===== src/rtl/board_key_pkg.sv =====
// board_key_pkg: shared scan FSM encoding and event-word field helpers for board_key_ctrl.
package board_key_pkg;

  typedef enum logic {
    IDLE = 1'b0,
    SCAN = 1'b1
  } scan_state_t;

  function automatic int unsigned idx_w(input int unsigned n_keys);
    return (n_keys > 1) ? $clog2(n_keys) : 1;
  endfunction

  function automatic int unsigned evt_press_bit(input int unsigned data_width);
    return data_width - 1;
  endfunction

endpackage


===== src/rtl/key_event_fifo.sv =====
// key_event_fifo: show-ahead event FIFO with sticky overflow on dropped pushes.
module key_event_fifo #(
  parameter int unsigned DATA_WIDTH      = 8,
  parameter int unsigned FIFO_DEPTH_BITS = 3
) (
  input  logic                  clk,
  input  logic                  reset,
  input  logic                  push,
  input  logic [DATA_WIDTH-1:0] push_data,
  input  logic                  pop,
  input  logic                  clr_overflow,
  output logic [DATA_WIDTH-1:0] data,
  output logic                  empty,
  output logic                  overflow
);

  localparam int unsigned DEPTH = 2 ** FIFO_DEPTH_BITS;
  localparam logic [FIFO_DEPTH_BITS:0] FULL_CNT = {1'b1, {FIFO_DEPTH_BITS{1'b0}}};

  logic [DATA_WIDTH-1:0]      mem [DEPTH];
  logic [FIFO_DEPTH_BITS-1:0] wr_ptr;
  logic [FIFO_DEPTH_BITS-1:0] rd_ptr;
  logic [FIFO_DEPTH_BITS:0]   count;
  logic                       full;
  logic                       do_pop;
  logic                       do_push;
  logic                       drop;

  assign empty   = (count == '0);
  assign full    = (count == FULL_CNT);
  assign do_pop  = pop && !empty;
  // A pop in the same cycle frees the slot, so a push while full is accepted.
  assign do_push = push && (!full || do_pop);
  assign drop    = push && full && !do_pop;
  assign data    = mem[rd_ptr];

  always_ff @(posedge clk) begin
    if (reset) begin
      wr_ptr   <= '0;
      rd_ptr   <= '0;
      count    <= '0;
      overflow <= 1'b0;
      for (int unsigned i = 0; i < DEPTH; i++) mem[i] <= '0;
    end else begin
      if (do_push) begin
        mem[wr_ptr] <= push_data;
        wr_ptr      <= wr_ptr + 1'b1;
      end
      if (do_pop) rd_ptr <= rd_ptr + 1'b1;
      case ({do_push, do_pop})
        2'b10:   count <= count + 1'b1;
        2'b01:   count <= count - 1'b1;
        default: count <= count;
      endcase
      if (drop) overflow <= 1'b1;
      else if (clr_overflow) overflow <= 1'b0;
    end
  end

endmodule


===== src/rtl/board_key_ctrl.sv =====
// board_key_ctrl: debounces active-low board keys and queues key events into a show-ahead FIFO.
// Build option BOARD_KEY_CTRL_RELEASE_EN: queue release events as well as press events.
module board_key_ctrl
  import board_key_pkg::*;
#(
  parameter int unsigned DATA_WIDTH      = 8,
  parameter int unsigned KEY_WIDTH       = 6,
  parameter int unsigned DEBOUNCE_BITS   = 16,
  parameter int unsigned FIFO_DEPTH_BITS = 3
) (
  input  logic                  clk,
  input  logic                  reset,
  input  logic [KEY_WIDTH-1:0]  key_n,
  input  logic                  rd_en,
  input  logic                  clr_overflow,
  output logic [DATA_WIDTH-1:0] data,
  output logic                  empty,
  output logic                  overflow,
  output logic [KEY_WIDTH-1:0]  key_state
);

  localparam int unsigned IDX_W     = idx_w(KEY_WIDTH);
  localparam int unsigned EVT_PRESS = evt_press_bit(DATA_WIDTH);
  localparam logic [IDX_W-1:0] LAST_IDX = IDX_W'(KEY_WIDTH - 1);
`ifdef BOARD_KEY_CTRL_RELEASE_EN
  localparam bit RELEASE_EN = 1'b1;
`else
  localparam bit RELEASE_EN = 1'b0;
`endif

  logic [DEBOUNCE_BITS-1:0] tick_cnt;
  logic                     tick;
  logic [KEY_WIDTH-1:0]     lvl;
  logic [KEY_WIDTH-1:0]     smp;
  logic [KEY_WIDTH-1:0]     chg;
  logic [KEY_WIDTH-1:0]     evt_mask;
  logic [KEY_WIDTH-1:0]     pend;
  logic [KEY_WIDTH-1:0]     clr_mask;
  logic [IDX_W-1:0]         idx;
  scan_state_t              state;
  logic                     push;
  logic                     push_level;
  logic [DATA_WIDTH-1:0]    push_data;

  assign tick     = (tick_cnt == '1);
  assign lvl      = ~key_n;
  // Two consecutive agreeing samples that differ from the debounced level.
  assign chg      = ~(smp ^ lvl) & (smp ^ key_state);
  assign evt_mask = RELEASE_EN ? chg : (chg & lvl);

  always_comb begin
    push       = 1'b0;
    push_level = 1'b0;
    clr_mask   = '0;
    for (int unsigned k = 0; k < KEY_WIDTH; k++) begin
      if (state == SCAN && idx == IDX_W'(k) && pend[k]) begin
        push        = 1'b1;
        push_level  = key_state[k];
        clr_mask[k] = 1'b1;
      end
    end
    push_data            = '0;
    push_data[EVT_PRESS] = push_level;
    push_data[IDX_W-1:0] = idx;
  end

  always_ff @(posedge clk) begin
    if (reset) begin
      tick_cnt  <= '0;
      smp       <= '0;
      key_state <= '0;
      pend      <= '0;
      idx       <= '0;
      state     <= IDLE;
    end else begin
      tick_cnt <= tick_cnt + 1'b1;
      if (tick) begin
        smp       <= lvl;
        key_state <= key_state ^ chg;
      end
      pend <= (pend & ~clr_mask) | (tick ? evt_mask : '0);
      case (state)
        IDLE: begin
          if (pend != '0) begin
            state <= SCAN;
            idx   <= '0;
          end
        end
        SCAN: begin
          if (idx == LAST_IDX) state <= IDLE;
          else idx <= idx + 1'b1;
        end
        default: state <= IDLE;
      endcase
    end
  end

  key_event_fifo #(
    .DATA_WIDTH     (DATA_WIDTH),
    .FIFO_DEPTH_BITS(FIFO_DEPTH_BITS)
  ) u_fifo (
    .clk         (clk),
    .reset       (reset),
    .push        (push),
    .push_data   (push_data),
    .pop         (rd_en),
    .clr_overflow(clr_overflow),
    .data        (data),
    .empty       (empty),
    .overflow    (overflow)
  );

endmodule


===== config.mk =====
export PLATFORM = sky130hd
export DESIGN_NAME = board_key_ctrl
export DESIGN_NICKNAME = d
export VERILOG_FILES = /design/src/rtl/board_key_pkg.sv /design/src/rtl/key_event_fifo.sv /design/src/rtl/board_key_ctrl.sv
export SDC_FILE = /design/constraint.sdc
export NUM_CORES = 1
export LEC_CHECK = 0
export ABC_CLOCK_PERIOD_IN_PS = 5500
export CORE_AREA = 2 2 77 98
export CTS_CLUSTER_DIAMETER = 40
export CTS_CLUSTER_SIZE = 12
export DETAILED_ROUTE_END_ITERATION = 8
export DIE_AREA = 0 0 79 100
export PLACE_DENSITY = 0.79
export SYNTH_ARGS = -nofsm -noshare
export SYNTH_HDL_FRONTEND = slang
export SYNTH_SLANG_ARGS = --single-unit

===== constraint.sdc =====
create_clock -name clk -period 5.5 [get_ports clk]
set_clock_uncertainty 0.1 [all_clocks]
set_input_delay 0.825 -clock clk [delete_from_list [all_inputs] [get_ports clk]]
set_output_delay 0.825 -clock clk [all_outputs]
set_load 0.02 [all_outputs]

==> results of run 1 <==
worst paths after layout:
path	end	slack, ns	from
setup reg to reg	u_fifo.count[2]	2.29	idx[0]
hold / removal	u_fifo.overflow	0.38	u_fifo.overflow
setup / recovery	data[1]	2.13	flop
hold reg to reg	u_fifo.overflow	0.38	u_fifo.overflow
cells in the mapped netlist, types with 2 or more instances:
cell | count | area share [%]
a211oi_1 | 6 | 1.1
a21oi_1 | 21 | 2.6
a31oi_1 | 6 | 0.92
and4_1 | 4 | 0.86
buf_1 | 2 | 0.18
buf_2 | 5 | 0.61
buf_4 | 4 | 0.74
clkbuf_1 | 8 | 0.74
dfxtp_1 | 52 | 26
edfxtp_1 | 32 | 24
ha_1 | 11 | 3.4
inv_1 | 17 | 1.6
mux2_2 | 6 | 1.7
mux2_4 | 2 | 0.74
mux2i_1 | 2 | 0.49
mux4_2 | 8 | 4.4
nand2_1 | 26 | 2.4
nand2b_1 | 8 | 1.2
nand3_1 | 27 | 3.3
nand4_1 | 4 | 0.61
nor2_1 | 65 | 6.0
nor2b_1 | 5 | 0.77
nor3_1 | 3 | 0.37
nor4_1 | 3 | 0.46
o2111ai_2 | 4 | 1.5
o211ai_1 | 4 | 0.74
o21ai_0 | 12 | 1.5
o21bai_1 | 9 | 1.7
o41ai_1 | 2 | 0.43
or3_1 | 3 | 0.46
xnor2_1 | 8 | 1.7
xor2_1 | 9 | 1.9
cell families (layout without fill, tap and decap cells):
family	Yosys count	after routing	synth area share, %
simple gates	159	159	18.8
flops	84	84	49.1
compound gates	74	74	13.6
buf+inv	37	55	4.11
mux	18	18	7.30
xor+xnor	17	17	3.65
fa+ha+maj	11	11	3.38
other cells	1	4	0.0920
through the flow:
step	power [mW]	instances	instance area, um2
final	1.12	514	4510
after global routing	1.15	514	4510
after CTS	1.12	514	4510
after detailed placement	0.711	498	4320
after global placement	0.708	498	4320
after floorplan	0.697	404	4090
power breakdown:
| part | switching, mW | internal, mW |
|---|---|---|
| Clock | 0.227 | 0.194 |
| Sequential | 0.00508 | 0.653 |
| Combinational | 0.0224 | 0.0156 |
area by class of cell:
cell class                 count  area, um2
inverter                      17       63.8
sequential                    84       2000
clock buffer                  12        156
clock inverter                 4       30.0
tap                           92        115
timing repair buffer          22        213
fill                         585       2590
multi-input combinational    283       1930
tightest hold or removal path, stage by stage, from the launching register on:
cell      delay (ns)
dfxtp_1         0.32
nand2b_1        0.06
a21oi_1         0.05
metal layers:
| metal | track usage (%) | vias to the layer above |
|---|---|---|
| li1 | - | 1460 |
| met1 | 26.2 | 1386 |
| met2 | 37.9 | 67 |
| met3 | 3.60 | 8 |
| met4 | 10.1 | 0 |
| met5 | 0 | - |
placed cells by master, fill, tap and decap left out, types with 2 or more instances in the layout:
cell / count
mux2_4: 2
mux2i_1: 2
mux4_2: 8
nor2b_1: 5
nor2_1: 65
nor3_1: 3
clkdlybuf4s50_1: 20
nand2_1: 26
a21oi_1: 21
xor2_1: 9
dfxtp_1: 52
o211ai_1: 4
o2111ai_2: 4
clkbuf_8: 9
and4_1: 4
mux2_2: 6
clkinvlp_4: 2
ha_1: 11
a31oi_1: 6
or3_1: 3
edfxtp_1: 32
a211oi_1: 6
xnor2_1: 8
o21bai_1: 9
inv_1: 17
nand4_1: 4
o41ai_1: 2
o21ai_0: 12
nor4_1: 3
nand3_1: 27
nand2b_1: 8
conb_1: 4
clkbuf_1: 2
==> metrics.md, run 1 <==
| Metric | Value |
|---|---|
| Status | `finished clean` |
| Worst slew margin | `17.9%` |
| Synth warnings | `0` |
| Post-Synthesis Cell Area | `0.00408 mm2` |
| Wire length on met3 | `301 um` |
| Synth Area per Inst | `10.2 um2` |
| CTS Buffer Depth | `2` |
| DIE AREA | `0.00790 mm2` |
| Drt wl/cell | `15.4 um` |
| Placer Congestion | `0.870` |
| Static leakage | `1.49 nW` |
| Starting Density | `57.5%` |
| I/O pin count | `26` |
| Fin crit period | `3.37 ns` |
| CTS tree | `yes` |
| Number of library cell types mapped by synthesis | `55` |
| Yosys reg bits | `84` |
| Seq/Total Area, Yosys | `49.1%` |
| Post-CTS Setup Inserts | `0` |
| Critical path class | `reg2out` |
| Share of layout cells above drive strength 1 | `10.9%` |
| Synth Flop Type | `dfxtp_1` |
| Maximum vdd drop | `0.147 mV` |
| GRT overflow | `0` |
| Via Count | `2921` |
| Drc violations | `0` |
| Util after Layout | `63.5%` |
| Critical path's top delay family | `multiplexers` |
| Clock latency reported for the late side of the worst-skew pair | `0.36 ns` |
| Post-cts hold buffer count | `0` |
| Initial DRC count | `287` |
| Top Layer Used | `met4` |
| Final #Nets | `438` |
| Hold depth | `2` |
| Post-DP HPWL | `5.67 mm` |
| Via density | `5.68` |
| Final period utilization | `61.3%` |
| P&R area growth vs syn | `10.6%` |
| Largest net degree at the start of global routing | `64` |
| Cts repair resizes | `0` |
| Met1 wire length | `3.21 mm` |
| Crit path depth | `3` |
| Port Buffers | `21` |
| ANT nets after route | `0` |
| Register-to-Register Path Depth | `11` |
| Worst stage delay on the critical path | `0.65 ns` |
| Async S/R FF share, synth | `0%` |
| Num CTS Buffers | `9` |
| Setup TNS Final | `0 ns` |
| CP arrival | `2.45 ns` |
| Final Hold Vio Count | `0` |
| Setup repair after global routing missed its margin | `no` |
| MaxCap Viol Count | `0` |
| Gate count of the mapped netlist | `401` |
| Htree depth | `3` |
| First-pass GRT wire length | `13.4 mm` |
| Final Setup Violations | `0` |
| Worst slew pin tran | `1.22 ns` |
| Die X | `79 um` |
| Root Buffer | `clkbuf_8` |
| Met2 routed WL | `4.32 mm` |
| Worst setup margin | `2.13 ns` |
| Hold slack | `0.375 ns` |
| Die H | `100 um` |
| Crit-path cells | `mux4_2 -> mux2_2 -> clkdlybuf4s50_1` |
| Routed WL | `7.92 mm` |
| # rows | `35` |
| EDFF count, synth | `32` |
| Drt pass-1 iters | `6` |
| CP max FO | `8` |
| Hold/Removal Path Class | `reg2reg` |
| Core Area | `0.00709 mm2` |
| Initial antenna violation count | `0` |
| WP buf/inv | `1` |
| Setup WS pre-CTS | `2.02 ns` |
| Crit end category | `primary output` |
| Clk pin slew, worst setup/hold paths | `0.09 ns` |
| WP data required | `4.58 ns` |
| Critical-path top delay cell | `dfxtp_1` |
| Antenna cells | `0` |
| All-Layer GR Usage | `21.8%` |
| Power per cell area | `248 mW/mm2` |
| Number of global-route vias before repair | `2871` |
| Type of origin of the critical path | `flop` |
| Clk sinks | `84` |
| Max frequency | `0.297 GHz` |
| Slew Limit Fails | `0` |
No activity file was read; power rests on OpenSTA's default activity.
==> run 2, diff against run 1 <==
--- a/config.mk
+++ b/config.mk
@@ -5,13 +5,13 @@
 export SDC_FILE = /design/constraint.sdc
 export NUM_CORES = 1
 export LEC_CHECK = 0
-export ABC_CLOCK_PERIOD_IN_PS = 5500
-export CORE_AREA = 2 2 77 98
+export ABC_CLOCK_PERIOD_IN_PS = 2900
+export CORE_AREA = 2 2 82 104
 export CTS_CLUSTER_DIAMETER = 40
 export CTS_CLUSTER_SIZE = 12
 export DETAILED_ROUTE_END_ITERATION = 8
-export DIE_AREA = 0 0 79 100
-export PLACE_DENSITY = 0.79
+export DIE_AREA = 0 0 84 106
+export PLACE_DENSITY = 0.74
 export SYNTH_ARGS = -nofsm -noshare
 export SYNTH_HDL_FRONTEND = slang
 export SYNTH_SLANG_ARGS = --single-unit
==> constraint.sdc (replaced) <==
create_clock -name clk -period 2.9 [get_ports clk]
set_clock_uncertainty 0.1 [all_clocks]
set_input_delay 0.435 -clock clk [delete_from_list [all_inputs] [get_ports clk]]
set_output_delay 0.435 -clock clk [all_outputs]
set_load 0.02 [all_outputs]
==> run 2 against run 1 <==
Final area rose by 3.1%; hold slack got worse by 0.032 ns; sequential power increased by 90%; global-route usage decreased by 3.2 points; critical endpoint unchanged.
==> metrics.md, run 2 (synthesis results as in run 1) <==
| Metric | Value |
|---|---|
| Status | `finished clean` |
| Core Area | `0.00801 mm2 (+13%)` |
| Slew Limit Fails | `0 (unchanged)` |
| Crit-path cells | `buf_4 -> mux4_2 -> mux2_2 -> clkdlybuf4s50_1` |
| Final Hold Vio Count | `0 (unchanged)` |
| MaxCap Viol Count | `0 (unchanged)` |
| Initial antenna violation count | `0 (unchanged)` |
| P&R area growth vs syn | `14.0%` |
| Critical path's top delay family | `multiplexers` |
| Number of global-route vias before repair | `2885 (+0.49%)` |
| Critical path class | `reg2out` |
| Setup TNS Final | `0 ns (unchanged)` |
| Reg2Reg Setup Slack | `0.18 ns (-2.11 ns)` |
| Most frequent cells in the layout | `nor2_1, dfxtp_1, edfxtp_1` |
| Root Buffer | `clkbuf_8` |
| Die X | `84 um (+6.3%)` |
| Max frequency | `0.364 GHz` |
| Port Buffers | `21 (unchanged)` |
| CTS tree | `yes` |
| DIE AREA | `0.00890 mm2 (+13%)` |
| Routed WL | `7.65 mm (-3.5%)` |
| Placer Congestion | `0.921 (+5.8%)` |
| Post-CTS Setup Inserts | `0 (unchanged)` |
| Hold slack | `0.343 ns (-0.0323 ns)` |
| Drc violations | `0 (unchanged)` |
| CP arrival | `2.22 ns (-0.23 ns)` |
| Share of layout cells above drive strength 1 | `14.0% (+3.1 points)` |
| Starting Density | `50.9% (-6.6 points)` |
| CP max FO | `8 (unchanged)` |
| Post-cts hold buffer count | `0 (unchanged)` |
| All-Layer GR Usage | `18.6% (-3.2 points)` |
| Largest net degree at the start of global routing | `31 (-52%)` |
| Post-DP HPWL | `5.71 mm (+0.82%)` |
| Via density | `5.54 (-2.6%)` |
| CTS Buffer Depth | `2 (unchanged)` |
| Worst slew margin | `63.0% (+45 points)` |
| Num CTS Buffers | `9 (unchanged)` |
| ANT nets after route | `0 (unchanged)` |
| Fin crit period | `2.75 ns` |
| First-pass GRT wire length | `13.2 mm (-1.2%)` |
| Final #Nets | `452 (+3.2%)` |
| Commonest non-fill, non-tap cell in the layout | `nor2_1` |
| FF-to-FF Start | `idx[1]` |
| Die H | `106 um (+6.0%)` |
| Initial DRC count | `114 (-60%)` |
| Final Cell Area | `0.00465 mm2 (+3.1%)` |
| Htree depth | `3 (unchanged)` |
| Setup repair after global routing missed its margin | `no` |
| Type of origin of the critical path | `flop` |
| Drt pass-1 iters | `5 (-1)` |
| I/O pin count | `26 (unchanged)` |
| Power per cell area | `468 mW/mm2 (+89%)` |
| Drt wl/cell | `14.3 um (-6.9%)` |
| Hold path start | `reset` |
| Crit end category | `primary output` |
| WP buf/inv | `2 (+1)` |
| Clk pin slew, worst setup/hold paths | `0.07 ns (-0.02 ns)` |
| Cell Area, Placed | `0.00443 mm2 (+2.6%)` |
| GRT overflow | `0 (unchanged)` |
| Tot Pwr | `2.17 mW (+95%)` |
| Worst stage delay on the critical path | `0.55 ns (-0.10 ns)` |
| Clk sinks | `84 (unchanged)` |
| Worst slew pin tran | `0.549 ns (-0.675 ns)` |
| Final period utilization | `94.8%` |
| Antenna cells | `0 (unchanged)` |
| WP data required | `2.37 ns (-2.21 ns)` |
| Via Count | `2951 (+1.0%)` |
| Hold/Removal Path Class | `in2reg` |
| # rows | `37 (+5.7%)` |
| Static leakage | `1.57 nW (+5.5%)` |
| Critical-path top delay cell | `mux4_2` |
| Final Setup Violations | `0 (unchanged)` |
| Maximum vdd drop | `0.263 mV (+79%)` |
| Clock latency reported for the late side of the worst-skew pair | `0.35 ns (about the same)` |
[run 2: final cells by class]
type	count	area, um2
inverter	17	63.8
clock buffer	15	176
multi-input combinational	283	1930
sequential	84	2000
timing repair buffer	36	318
tap	97	121
clock inverter	1	30.0
fill	692	3360
[run 2: path summary, 6_finish.rpt]
kind	endpoint	cells after the start
setup / recovery	data[1]	4
hold / removal	u_fifo.rd_ptr[0]	2
setup reg to reg	u_fifo.count[2]	12
hold reg to reg	u_fifo.overflow	2
[run 2: metrics by stage]
step	worst slack [ns]	util (%)	cells
floorplan	0.107	-	404
global placement	0.0650	55.3	517
detailed placement	-0.00112	55.3	517
CTS	0.0637	57.9	533
global route	0.0128	58.0	533
finish	0.150	58.0	533
[run 2: repair_timing]
item | 4_1_cts | 5_1_grt
resized for setup | 0 | 2
setup endpoints to repair | 0 | 2
hold endpoints to repair | 0 | 0
[run 2: metal layers]
metal / vias up / routed length, um / part of all wire, % / global-route usage (%)
li1: 1487 / - / - / -
met5: - / 0 / 0 / 0
met4: 0 / 167 / 2.2 / 7.14
met1: 1393 / 3170 / 41 / 21.6
met2: 52 / 4090 / 54 / 33.0
met3: 19 / 213 / 2.8 / 4.35
[run 2: where the power goes]
| part | switching [mW] | leakage [nW] | total, mW | internal (mW) |
|---|---|---|---|---|
| Sequential | 0.00845 | 0.750 | 1.25 | 1.24 |
| Combinational | 0.0424 | 0.720 | 0.0728 | 0.0304 |
| Clock | 0.383 | 0.104 | 0.854 | 0.470 |
| Total | 0.434 | 1.57 | 2.17 | 1.74 |
==> run 3, diff against run 2 <==
--- a/config.mk
+++ b/config.mk
@@ -11,7 +11,9 @@
 export CTS_CLUSTER_SIZE = 12
 export DETAILED_ROUTE_END_ITERATION = 8
 export DIE_AREA = 0 0 84 106
+export HOLD_SLACK_MARGIN = 0.06
 export PLACE_DENSITY = 0.74
+export REMOVE_ABC_BUFFERS = 1
 export SYNTH_ARGS = -nofsm -noshare
 export SYNTH_HDL_FRONTEND = slang
 export SYNTH_SLANG_ARGS = --single-unit
==> run 3 against run 2 <==
Sequential power about the same; hold slack better by 0.011 ns; cell count down 0.56%; clock power up 5.5%; first-iteration DRC count up 59%; die area unchanged; global-route usage up 0.27 points; largest cell class unchanged; critical path depth unchanged; power up 2.1%; critical path type unchanged; highest routed layer unchanged; final area up 0.13%.
==> metrics.md, run 3 (synthesis results as in run 1) <==
| Metric | Value |
|---|---|
| CTS tree | `yes` |
| ANT nets after route | `0 (unchanged)` |
| Clk sinks | `84 (unchanged)` |
| CTS Buffer Depth | `2 (unchanged)` |
| GRT overflow | `0 (unchanged)` |
| Post-DP HPWL | `5.91 mm (+3.4%)` |
| Number of global-route vias before repair | `2918 (+1.1%)` |
| DIE AREA | `0.00890 mm2 (unchanged)` |
| Clock latency reported for the late side of the worst-skew pair | `0.35 ns (about the same)` |
| Htree depth | `3 (unchanged)` |
| CP arrival | `2.22 ns (about the same)` |
| First-pass GRT wire length | `13.4 mm (+1.6%)` |
| Setup WS pre-CTS | `0.0188 ns (+0.0199 ns)` |
| Crit-path cells | `buf_4 -> mux4_2 -> mux2_2 -> clkdlybuf4s50_1` |
| Final #Nets | `449 (-0.66%)` |
| Drt wl/cell | `14.7 um (+2.2%)` |
| MaxCap Viol Count | `0 (unchanged)` |
| Port Buffers | `21 (unchanged)` |
| Post-CTS Setup Inserts | `0 (unchanged)` |
| Critical-path top delay cell | `mux4_2` |
| Core Area | `0.00801 mm2 (unchanged)` |
| Critical path class | `reg2out` |
| All-Layer GR Usage | `18.8% (+0.27 points)` |
| Antenna cells | `0 (unchanged)` |
| Die X | `84 um (unchanged)` |
| Drc violations | `0 (unchanged)` |
| # rows | `37 (unchanged)` |
| Root Buffer | `clkbuf_8` |
| Hold path start | `reset` |
| Hold/Removal Path Class | `in2reg` |
| Final Cell Area | `0.00465 mm2 (+0.13%)` |
| Worst setup margin | `0.147 ns (-0.00281 ns)` |
| Initial DRC count | `181 (+59%)` |
| Starting Density | `50.9% (unchanged)` |
| Placer Congestion | `0.917 (-0.45%)` |
| Die H | `106 um (unchanged)` |
| Commonest non-fill, non-tap cell in the layout | `nor2_1` |
| Routed WL | `7.77 mm (+1.7%)` |
| Via density | `5.56 (+0.43%)` |
| Worst slew pin tran | `0.619 ns (+0.0707 ns)` |
| Status | `finished clean` |
| Final Setup Violations | `0 (unchanged)` |
| Static leakage | `1.56 nW (-0.56%)` |
| Cell Area, Placed | `0.00441 mm2 (-0.51%)` |
| Drt pass-1 iters | `4 (-1)` |
| I/O pin count | `26 (unchanged)` |
| Initial antenna violation count | `0 (unchanged)` |
| WP data required | `2.37 ns (about the same)` |
| Worst stage delay on the critical path | `0.55 ns (about the same)` |
| Worst slew margin | `58.2% (-4.8 points)` |
| Maximum vdd drop | `0.279 mV (+6.3%)` |
| P&R area growth vs syn | `14.1%` |
| Slew Limit Fails | `0 (unchanged)` |
| Final period utilization | `94.9% (+0.097 points)` |
| FF-to-FF Start | `u_fifo.count[1]` |
| Num CTS Buffers | `9 (unchanged)` |
| CP max FO | `8 (unchanged)` |
| Type of origin of the critical path | `flop` |
| Largest net degree at the start of global routing | `47 (+52%)` |
| Fin crit period | `2.75 ns (+0.00281 ns)` |
| Most frequent cells in the layout | `nor2_1, dfxtp_1, edfxtp_1` |
| Max frequency | `0.363 GHz (-0.10%)` |
| Share of layout cells above drive strength 1 | `14.8% (+0.79 points)` |
| Power per cell area | `477 mW/mm2 (+2.0%)` |
| Crit end category | `primary output` |
| Via Count | `2947 (-0.14%)` |
| Clk pin slew, worst setup/hold paths | `0.08 ns (about the same)` |
| Final Hold Vio Count | `0 (unchanged)` |
| Fillers | `727 (+5.1%)` |
-- run 3: per-stage QoR --
stage	hold WS [ns]	util [%]	cells	power, mW	setup TNS, ns
final	0.354	58.1	530	2.22	0
after global placement	0.358	55.1	514	1.34	0
after floorplan	0.336	-	384	1.31	0
after CTS	0.340	57.8	530	2.24	0
after detailed placement	0.366	55.1	514	1.35	0
after global routing	0.368	58.1	530	2.30	-0.0100
-- run 3: cell type report --
class | instances | area (um2) | share of cell area [%]
clock buffer | 12 | 145 | 3.12
clock inverter | 4 | 72.6 | 1.56
inverter | 17 | 63.8 | 1.37
multi-input combinational | 283 | 1950 | 41.9
sequential | 84 | 2000 | 43.1
tap | 97 | 121 | 2.61
timing repair buffer | 33 | 295 | 6.35
-- run 3: path summary, 6_finish.rpt --
path,to,slack [ns],depth (start not counted)
setup reg to reg,u_fifo.count[2],0.15,10
hold / removal,tick_cnt[6],0.35,2
hold reg to reg,pend[3],0.38,2
setup / recovery,data[2],0.15,4
-- run 3: layer usage --
| metal | up-vias | track usage [%] | wire, um |
|---|---|---|---|
| li1 | 1487 | - | - |
| met1 | 1416 | 22.0 | 3160 |
| met2 | 35 | 34.7 | 4330 |
| met3 | 9 | 2.80 | 175 |
| met4 | 0 | 6.91 | 108 |
| met5 | - | 0 | 0 |
-- run 3: report_power, final --
part           leakage (nW)  switching (mW)  internal, mW
sequential            0.751         0.00918          1.24
clock                 0.107           0.393         0.508
combinational         0.708          0.0423        0.0295
-- run 3: timing repair --
item | 4_1_cts | 5_1_grt
endpoints found under the setup margin | 0 | 1
hold buffers | 0 | 0
gates resized for setup | 0 | 9
-- run 3: worst max-delay path, delay by kind of cell (launching register included) --
kind | cells | cell delay [ns]
DFF | 1 | 0.32
muxes | 2 | 0.83
buffers and inverters | 2 | 0.73
